==> src/rtl/bus_timeout_ctrl_pkg.sv <==
// Shared definitions for the 68000 bus-error watchdog: widths, register bit map, FSM states.
package bus_timeout_ctrl_pkg;

  localparam int unsigned LIMIT_W = 10;
  localparam int unsigned ADDR_W  = 23;
  localparam int unsigned FC_W    = 3;
  localparam int unsigned CTRL_W  = 16;

  // ctrl_in bit positions (also used by the bus_ctrl decode)
  localparam int unsigned CTRL_EN_BIT    = 15;
  localparam int unsigned CTRL_CLR_BIT   = 14;
  localparam int unsigned CTRL_INTEN_BIT = 13;

  // status_out bit positions
  localparam int unsigned STAT_EN_BIT    = 15;
  localparam int unsigned STAT_INTEN_BIT = 13;
  localparam int unsigned STAT_FAULT_BIT = 12;
  localparam int unsigned STAT_OVR_BIT   = 11;
  localparam int unsigned STAT_FWR_BIT   = 10;

  typedef enum logic [1:0] {
    ST_IDLE  = 2'd0,
    ST_COUNT = 2'd1,
    ST_BERR  = 2'd2,
    ST_TERM  = 2'd3
  } state_t;

  // Snapshot of a bus cycle: address, function code, write flag (1 = write)
  typedef struct packed {
    logic [ADDR_W-1:0] addr;
    logic [FC_W-1:0]   fc;
    logic              wr;
  } cycle_info_t;

endpackage

==> src/rtl/bus_timeout_ctrl.sv <==
// Bus-error watchdog: asserts berr_n when a CPU bus cycle outlives the programmed limit,
// records the first faulting cycle and raises a level interrupt.
module bus_timeout_ctrl
  import bus_timeout_ctrl_pkg::*;
#(
  parameter logic [LIMIT_W-1:0] LIMIT_DEFAULT = LIMIT_W'(255)
) (
  input  logic              cpuclk,
  input  logic              rst_n,
  input  logic              as_n,
  input  logic              dtack_n,
  input  logic              vpa_n,
  input  logic              bg_n,
  input  logic [ADDR_W-1:0] cpu_addrbus,
  input  logic [FC_W-1:0]   cpu_fc,
  input  logic              wr_n,
  input  logic [CTRL_W-1:0] ctrl_in,
  input  logic              ctrl_wr_n,
  output logic [CTRL_W-1:0] status_out,
  output logic [ADDR_W-1:0] fault_addr,
  output logic [FC_W-1:0]   fault_fc,
  output logic              berr_n,
  output logic              berr_int_n
);

  state_t             r_state;
  state_t             w_state_nxt;
  logic [LIMIT_W-1:0] r_cnt;
  logic [LIMIT_W-1:0] r_limit;
  logic               r_en;
  logic               r_int_en;
  logic               r_fault;
  logic               r_ovr;
  logic               r_berr_n;
  logic               r_berr_int_n;
  cycle_info_t        r_shadow;
  cycle_info_t        r_fault_info;

  logic               w_start;
  logic               w_commit;
  logic               w_cfg_wr;
  logic               w_clr;
  logic               w_cnt_last;
  logic               w_fault_eff;
  logic               w_unused_ctrl;

  assign w_cfg_wr      = ~ctrl_wr_n;
  assign w_clr         = w_cfg_wr & ctrl_in[CTRL_CLR_BIT];
  assign w_cnt_last    = (r_limit != '0) && (r_cnt == (r_limit - LIMIT_W'(1)));
  // A clear on the commit edge is applied first, so the new fault is treated as the first one
  assign w_fault_eff   = r_fault & ~w_clr;
  assign w_unused_ctrl = ^ctrl_in[12:10];

  // State register
  always_ff @(posedge cpuclk or negedge rst_n) begin
    if (!rst_n) r_state <= ST_IDLE;
    else        r_state <= w_state_nxt;
  end

  // Next-state logic with cycle-start and fault-commit strobes
  always_comb begin
    w_state_nxt = r_state;
    w_start     = 1'b0;
    w_commit    = 1'b0;
    unique case (r_state)
      ST_IDLE: begin
        if (r_en && !as_n && bg_n) begin
          w_state_nxt = ST_COUNT;
          w_start     = 1'b1;
        end
      end
      ST_COUNT: begin
        if (as_n)                     w_state_nxt = ST_IDLE;
        else if (!dtack_n || !vpa_n)  w_state_nxt = ST_TERM;
        else if (!r_en)               w_state_nxt = ST_IDLE;
        else if (w_cnt_last) begin
          w_state_nxt = ST_BERR;
          w_commit    = 1'b1;
        end
      end
      ST_BERR: if (as_n) w_state_nxt = ST_IDLE;
      ST_TERM: if (as_n) w_state_nxt = ST_IDLE;
      default: w_state_nxt = ST_IDLE;
    endcase
  end

  // Cycle-length counter, saturating in case the limit is lowered mid-cycle
  always_ff @(posedge cpuclk or negedge rst_n) begin
    if (!rst_n) begin
      r_cnt <= '0;
    end else if (w_start) begin
      r_cnt <= '0;
    end else if (r_state == ST_COUNT && w_state_nxt == ST_COUNT && r_cnt != '1) begin
      r_cnt <= r_cnt + LIMIT_W'(1);
    end
  end

  // Shadow capture of the cycle being watched
  always_ff @(posedge cpuclk or negedge rst_n) begin
    if (!rst_n)       r_shadow <= '0;
    else if (w_start) r_shadow <= {cpu_addrbus, cpu_fc, ~wr_n};
  end

  // Configuration register
  always_ff @(posedge cpuclk or negedge rst_n) begin
    if (!rst_n) begin
      r_en     <= 1'b0;
      r_int_en <= 1'b0;
      r_limit  <= LIMIT_DEFAULT;
    end else if (w_cfg_wr) begin
      r_en     <= ctrl_in[CTRL_EN_BIT];
      r_int_en <= ctrl_in[CTRL_INTEN_BIT];
      r_limit  <= ctrl_in[LIMIT_W-1:0];
    end
  end

  // Fault status and interrupt; a commit overrides a same-edge clear
  always_ff @(posedge cpuclk or negedge rst_n) begin
    if (!rst_n) begin
      r_fault      <= 1'b0;
      r_ovr        <= 1'b0;
      r_berr_int_n <= 1'b1;
      r_fault_info <= '0;
    end else begin
      if (w_clr) begin
        r_fault      <= 1'b0;
        r_ovr        <= 1'b0;
        r_berr_int_n <= 1'b1;
      end
      if (w_commit) begin
        if (!w_fault_eff) begin
          r_fault      <= 1'b1;
          r_fault_info <= r_shadow;
        end else begin
          r_ovr <= 1'b1;
        end
        if (r_int_en) r_berr_int_n <= 1'b0;
      end
    end
  end

  // Bus error drive follows the BERR state, registered
  always_ff @(posedge cpuclk or negedge rst_n) begin
    if (!rst_n) r_berr_n <= 1'b1;
    else        r_berr_n <= (w_state_nxt != ST_BERR);
  end

  assign status_out = {r_en, 1'b0, r_int_en, r_fault, r_ovr, r_fault_info.wr, r_limit};
  assign fault_addr = r_fault_info.addr;
  assign fault_fc   = r_fault_info.fc;
  assign berr_n     = r_berr_n;
  assign berr_int_n = r_berr_int_n;

endmodule

==> config.mk <==
export PLATFORM = sky130hd
export DESIGN_NAME = bus_timeout_ctrl
export DESIGN_NICKNAME = d
export VERILOG_FILES = /design/src/rtl/bus_timeout_ctrl_pkg.sv /design/src/rtl/bus_timeout_ctrl.sv
export SDC_FILE = /design/constraint.sdc
export NUM_CORES = 1
export LEC_CHECK = 0
export ABC_AREA = 1
export BUFFER_PORTS_ARGS = -buffer_cell sky130_fd_sc_hd__buf_2
export CAP_MARGIN = 15
export CORE_MARGIN = 3
export CORE_UTILIZATION = 49
export CTS_CLUSTER_SIZE = 24
export DETAILED_ROUTE_END_ITERATION = 10
export GPL_ROUTABILITY_DRIVEN = 0
export PLACE_DENSITY = 0.86
export SLEW_MARGIN = 20
export SYNTH_ARGS = -nofsm -noshare
export SYNTH_HDL_FRONTEND = slang
export SYNTH_SLANG_ARGS = --single-unit
==> constraint.sdc <==
create_clock -name cpuclk -period 2.1 [get_ports cpuclk]
set_input_delay 0.63 -clock cpuclk [delete_from_list [all_inputs] [get_ports cpuclk]]
set_output_delay 0.63 -clock cpuclk [all_outputs]
set_load 0.005 [all_outputs]
Word-level counts from Yosys, hierarchy flattened
Index checks and enable logic that the tools add are counted.
W data, S select, Z words.
{"block": "classes", "n_addsub": 2, "n_eq_ne": 7, "muxes": 25, "bitwise": 6, "n_reduce_logical": 14}
{"cell": "$mux W10", "count": 2}
{"cell": "$mux W1", "count": 16}
{"cell": "$mux W2", "count": 6}
{"cell": "$add A10 B1 Y10 const B", "count": 1}
{"cell": "$eq A10 B10 Y1", "count": 1}
{"cell": "$ne A10 B10 Y1 const B", "count": 1}
{"cell": "$reduce_bool A10 Y1", "count": 1}
{"cell": "$sub A10 B1 Y10 const B", "count": 1}
{"cell": "$pmux W2 S3", "count": 1}
{"cell": "$logic_and A1 B1 Y1", "count": 5}
{"cell": "$eq A2 B1 Y1 const B", "count": 2}
{"cell": "$eq A2 B2 Y1 const B", "count": 2}
{"cell": "$not A1 Y1", "count": 4}
{"cell": "$logic_not A1 Y1", "count": 3}
{"cell": "$and A1 B1 Y1", "count": 2}
{"cell": "$logic_not A2 Y1", "count": 1}
{"cell": "$ne A2 B2 Y1 const B", "count": 1}
{"cell": "$reduce_and A2 Y1", "count": 1}
{"cell": "$reduce_bool A2 Y1", "count": 1}
{"cell": "$reduce_or A2 Y1", "count": 1}
{"cell": "$logic_or A1 B1 Y1", "count": 1}
{"block": "word_totals", "regBits": 82, "in_bits": 50, "output_inout_bits": 44, "word_cells": 69}

Logic depth before layout (Yosys ltp)
{"block": "depth", "ltp_word": 13, "depth_mapped": 18, "ltp_nobuf": 18}

Worst setup path before layout
OpenSTA, ideal clock, no wires.
{"block": "synth_timing", "path_kind": "reg-to-reg", "startpoint": "register r_limit[0]", "endpoint": "register r_fault_info (netlist bit fault_addr[0])", "setup_ns": 0.117, "t_arrival_ns": 2.120, "required_ns": 1.983, "slack_ns": -0.137, "path_stages_with_launch": 16, "n_path_buf": 1, "synth_period_minus_slack_ns": 2.237, "path_cell_list": "dfstp_2 -> inv_1 -> ha_1 -> nand2_1 -> nand2_1 -> nand2_1 -> nand2_1 -> inv_1 -> nand2_1 -> nor3_2 -> nand3b_1 -> nor3_4 -> nand3_4 -> buf_6 -> nand2_1 -> o21ai_2"}
{"block": "synth_between", "elab_chain_len": 9, "word_cells_on_any_way": 10, "cone_classes": "add/sub: 1; eq/ne: 1; mux: 5; reduce/logical: 3"}
{"item": "start, declared", "line_no": "bus_timeout_ctrl.sv:29", "source": "logic [LIMIT_W-1:0] r_limit;"}
{"item": "start signal, assigned", "line_no": "bus_timeout_ctrl.sv:113", "source": "r_limit <= ctrl_in[LIMIT_W-1:0];"}
{"item": "$sub A10 B1 Y10", "line_no": "bus_timeout_ctrl.sv:49", "source": "assign w_cnt_last = (r_limit != '0) && (r_cnt == (r_limit - LIMIT_W'(1)));"}
{"item": "$eq A10 B10 Y1", "line_no": "bus_timeout_ctrl.sv:49"}
{"item": "$logic_and A1 B1 Y1 *", "line_no": "bus_timeout_ctrl.sv:49"}
{"item": "$mux W1 *", "line_no": "bus_timeout_ctrl.sv:76", "source": "else if (w_cnt_last) begin"}
{"item": "$mux W1 *", "line_no": "bus_timeout_ctrl.sv:75", "source": "else if (!r_en) w_state_nxt = ST_IDLE;"}
{"item": "$mux W1 *", "line_no": "bus_timeout_ctrl.sv:74", "source": "else if (!dtack_n || !vpa_n) w_state_nxt = ST_TERM;"}
{"item": "$mux W1 *", "line_no": "bus_timeout_ctrl.sv:73", "source": "if (as_n) w_state_nxt = ST_IDLE;"}
{"item": "$mux W1 *", "line_no": "bus_timeout_ctrl.sv:65", "source": "unique case (r_state)"}
{"item": "$reduce_and A2 Y1 (no line) *"}
{"item": "end signal, assigned", "line_no": "bus_timeout_ctrl.sv:133", "source": "r_fault_info <= r_shadow;"}
{"item": "end, declared", "line_no": "bus_timeout_ctrl.sv:37", "source": "cycle_info_t r_fault_info;"}
Every way passes the cells marked *; elsewhere a longest branch is shown, timed or not.
A chain may end at the register's enable or synchronous reset.

Final worst setup path
{"block": "layout_timing", "startpoint": "register r_limit[1]", "endpoint": "register r_fault_info (netlist bit fault_addr[16])"}
Same word-level chain as after synthesis.

==> impl_results.md <==
- I/O pin count: 94
- Layout cells sized above 1: 42.32%
- CTS tree: done
- Longest Clk Path Bufs: 2
- Share of the core filled with cells: 67.52%
- Sink count of the clock tree: 82
- Design Power: 3.707 mW
- Kind of end point of the critical path: flop
- Fmax achieved: around 410 MHz
- Number of synthesized flops with an enable pin: 0
- Largest fanout on the critical path: 7
- Fin cells: a little under 700
- Vias: between 3000 and 4000
- Data required, critical path: 2.35 ns
- Die height: 96.21 µm
- WL final: 10300 µm
- Data arrival time of the critical path: 2.66 ns
- Summed negative setup slack over all endpoints: -11.08 ns
- Slew at the pin closest to its max-slew limit: 0.5200 ns
- Clock transition at the registers of the reported paths: ~0.090 ns
- Net Count, Synth: just over 500
- Most frequent cell after synthesis: sky130_fd_sc_hd__nand2_1
- Max Slew Vio Count: 0
- Per-instance average area after synthesis: 8.726 µm²
- Routed vias/inst: 5.186
- Synth Warn #: 0
- Worst clock skew: 0.01022 ns
- Routed length per placed instance: approximately 15 µm
- Antenna Nets Post-Route: 0
- Internal power: 2.597 mW
- Cell area after synthesis: between 3000 and 4000 µm²
- Global-route met3 utilization: 5.864%
- Final period util: 114.8%
- Path type of the worst min-delay path: primary input to asynchronous set/reset pin
- Combinational share of power: 18.0%
- Instance count of the mapped netlist: 457
- Leading cell types by total area after synthesis: sky130_fd_sc_hd__dfrtp_1 (45%), sky130_fd_sc_hd__nand2_1 (9.8%), sky130_fd_sc_hd__dfstp_2 (6.6%), sky130_fd_sc_hd__o21ai_2 (5.9%), sky130_fd_sc_hd__inv_1 (5.8%)
- Worst Setup Slack post-DPL: -0.3010 ns
- Global routing usage summed across all routing layers: 21.25%
- Setup Viol. Count Final: 42
- Largest vdd supply drop: about 0.00053 V
- Share of async-settable or async-resettable flops after synthesis: 100.0%
- Core Rows: 32
- Antenna cell count: 0
- First-pass iteration count of the detailed router: 5
- Number of I/O port buffers: 89
- Most numerous cell types in the synthesized netlist: sky130_fd_sc_hd__nand2_1 (104), sky130_fd_sc_hd__dfrtp_1 (72), sky130_fd_sc_hd__inv_1 (62), sky130_fd_sc_hd__nor2_1 (34), sky130_fd_sc_hd__o21ai_0 (32)
- Clk root buf: sky130_fd_sc_hd__clkbuf_8
- Chip Width: about 96 µm
- Violations in the final reports: negative setup slack
- Crit start category: flop
- Number of hold buffers added after cts: 0
- Initial core utilization: about half
- Sequential group share of total power: 50.1%
- Sequential cell area fraction in the yosys report: 51.77%
- RSZ-0062 raised after global routing: yes
- Sum of overflow across all layers after global routing: 0
- DRC Markers: 0
- Slew headroom: 65.33%
- Number of hold violations in the final report: 0
- Maximum level of the CTS H-tree: 3
- Post-route worst setup slack: -0.3114 ns
- Net switching component of the power: 1.110 mW
- Final-stage net count: approximately 630
- Skew-Pair Late Insertion Delay: 0.36 ns
- Clock share of power: 32.0%
- Flip-flop cell with the highest count after synthesis: sky130_fd_sc_hd__dfrtp_1
- Static Leak: 2.744 nW
- Outcome: finished with violations
- Switching fraction of total power: 29.94%
- Number of fillers in the final layout: 581
- Count of cell types in the netlist: 33
- Violation count after the first detailed-routing iteration: 163
- Number of buffers added by the clock tree synthesis step: 9
- Maximum number of pins on one net before global-route repair: 55
- Area Overhead vs Synth: 32.19%
- Number of antenna violations at the first check in global routing: 0
- Met2 capacity usage during global routing: 34.33%
- Cell type with the highest aggregate area in the netlist: sky130_fd_sc_hd__dfrtp_1
- GR Util met1: 26.22%
- Max-cap violation count: 0
- Via count of the first global-routing pass: approximately 3400
- Pwr per Cell Area: 703.3 nW/µm²
- Global-route wire length before repair: 15290 µm
- Post-layout minimum cycle time: 2.411 ns
- Area share of the leading cell type in the synthesized netlist: 45.18%
- Number of placed cells counting well taps: 662
- Most congested layer reported by global routing: met2
- Full die area: between 9000 and 10000 µm²
- Flip-flop and latch count after synthesis: 82
- DPL Wire Length: 6490 µm
- Critical path class: flop to flop
- Core area: 7807 µm²
[worst max-delay path, stage by stage (launching register included)]
cell and delay (ns):
sky130_fd_sc_hd__dfstp_2 0.54, sky130_fd_sc_hd__inv_2 0.05, sky130_fd_sc_hd__buf_4 0.14, sky130_fd_sc_hd__nand3_2 0.11
sky130_fd_sc_hd__nor2_1 0.08, sky130_fd_sc_hd__nor2_2 0.15, sky130_fd_sc_hd__nand2_1 0.08, sky130_fd_sc_hd__nor3_2 0.16
sky130_fd_sc_hd__nand3b_1 0.14, sky130_fd_sc_hd__nor3_4 0.27, sky130_fd_sc_hd__nand3_4 0.21, sky130_fd_sc_hd__clkbuf_16 0.24
sky130_fd_sc_hd__nand2_4 0.06, sky130_fd_sc_hd__o21ai_2 0.05
[cell families after synthesis]
logic type | after synthesis | share of synthesized area, %
buffers and inverters | 85 | 9.507
AND/OR/NAND/NOR | 198 | 22.37
adder cells (fa/ha/maj) | 2 | 0.6274
other | 1 | 0.09404
AO/OA/AOI/OAI | 72 | 11.77
multiplexers | 2 | 0.5648
XOR/XNOR | 15 | 3.295
flip-flops | 82 | 51.77
[area by class of cell]
type                            count  area [µm²]  area share (%)
Clock buffer                        9       123.9           2.350
Clock inverter                      7       76.32           1.448
Inverter                           64       247.7           4.700
Multi-Input combinational cell    291        1742           33.04
Sequential cell                    82        2064           39.16
Tap cell                          102       127.6           2.421
Timing Repair Buffer              133       889.6           16.88
[flip-flops by register name, indices dropped and copies added, names as in the netlist]
| register | count |
|---|---|
| r_fault | 1 |
| r_limit | 10 |
| fault_fc | 3 |
| r_shadow | 27 |
| r_state | 2 |
| r_int_en | 1 |
| berr_int_n | 1 |
| status_out | 1 |
| r_en | 1 |
| berr_n | 1 |
| r_cnt | 10 |
| fault_addr | 23 |
| r_ovr | 1 |
[power by group through the flow]
stage | logic (mW) | clock network [mW] | registers (mW)
after global routing | 0.753 | 1.29 | 1.88
after detailed placement | 0.595 | 0 | 1.88
final | 0.666 | 1.18 | 1.86
after global placement | 0.563 | 0 | 1.88
after floorplan | 0.356 | 0 | 1.87
after CTS | 0.635 | 1.20 | 1.86
[through the flow]
step | cell area (µm²) | hold WS, ns
after floorplan | 4046 | 0.3344
after global placement | 4780 | 0.4634
after detailed placement | 4780 | 0.4668
after CTS | 5092 | 0.2428
after global routing | 5271 | 0.2548
final | 5271 | 0.2423
[routing by layer]
layer	routed length, µm	up-vias
met4	295	0
met2	5083	149
met3	834	33
li1	-	1701
met1	4087	1685
met5	0	-
[worst paths after layout]
path	endpoint	cells past startpoint	slack, ns	startpoint
max in group asynchronous	r_limit[7]	2	1.23	rst_n
worst min register to register	fault_addr[10]	2	0.49	fault_addr[10]
worst max register to register	fault_addr[16]	13	-0.31	r_limit[1]
worst min-delay path	r_state[1]	1	0.24	rst_n
min in group cpuclk	r_shadow[0]	2	0.46	wr_n
worst max-delay path	fault_addr[16]	13	-0.31	r_limit[1]
[cells in the final DEF, fill, tap and decap left out, types with 4 or more instances in the layout]
cell type                  instances
sky130_fd_sc_hd__a21oi_1          10
sky130_fd_sc_hd__buf_2            88
sky130_fd_sc_hd__buf_4            34
sky130_fd_sc_hd__buf_6             5
sky130_fd_sc_hd__clkbuf_8          9
sky130_fd_sc_hd__dfrtp_1          72
sky130_fd_sc_hd__dfstp_2          10
sky130_fd_sc_hd__inv_1            60
sky130_fd_sc_hd__nand2_1          81
sky130_fd_sc_hd__nand2_2          25
sky130_fd_sc_hd__nand2_4          10
sky130_fd_sc_hd__nand3_1          19
sky130_fd_sc_hd__nand3_2           7
sky130_fd_sc_hd__nand4_1          12
sky130_fd_sc_hd__nor2_1           28
sky130_fd_sc_hd__nor2_2            4
sky130_fd_sc_hd__o21ai_0          29
sky130_fd_sc_hd__o21ai_2          27
sky130_fd_sc_hd__xor2_1           12
[what timing repair did]
action                     in CTS  in global routing
setup buffers                   4                  3
pin swaps                      14                 11
gates resized for setup        21                 23
gates cloned                    1                  4
setup endpoints to repair      40                 43
(Power assumes the default switching activity.)
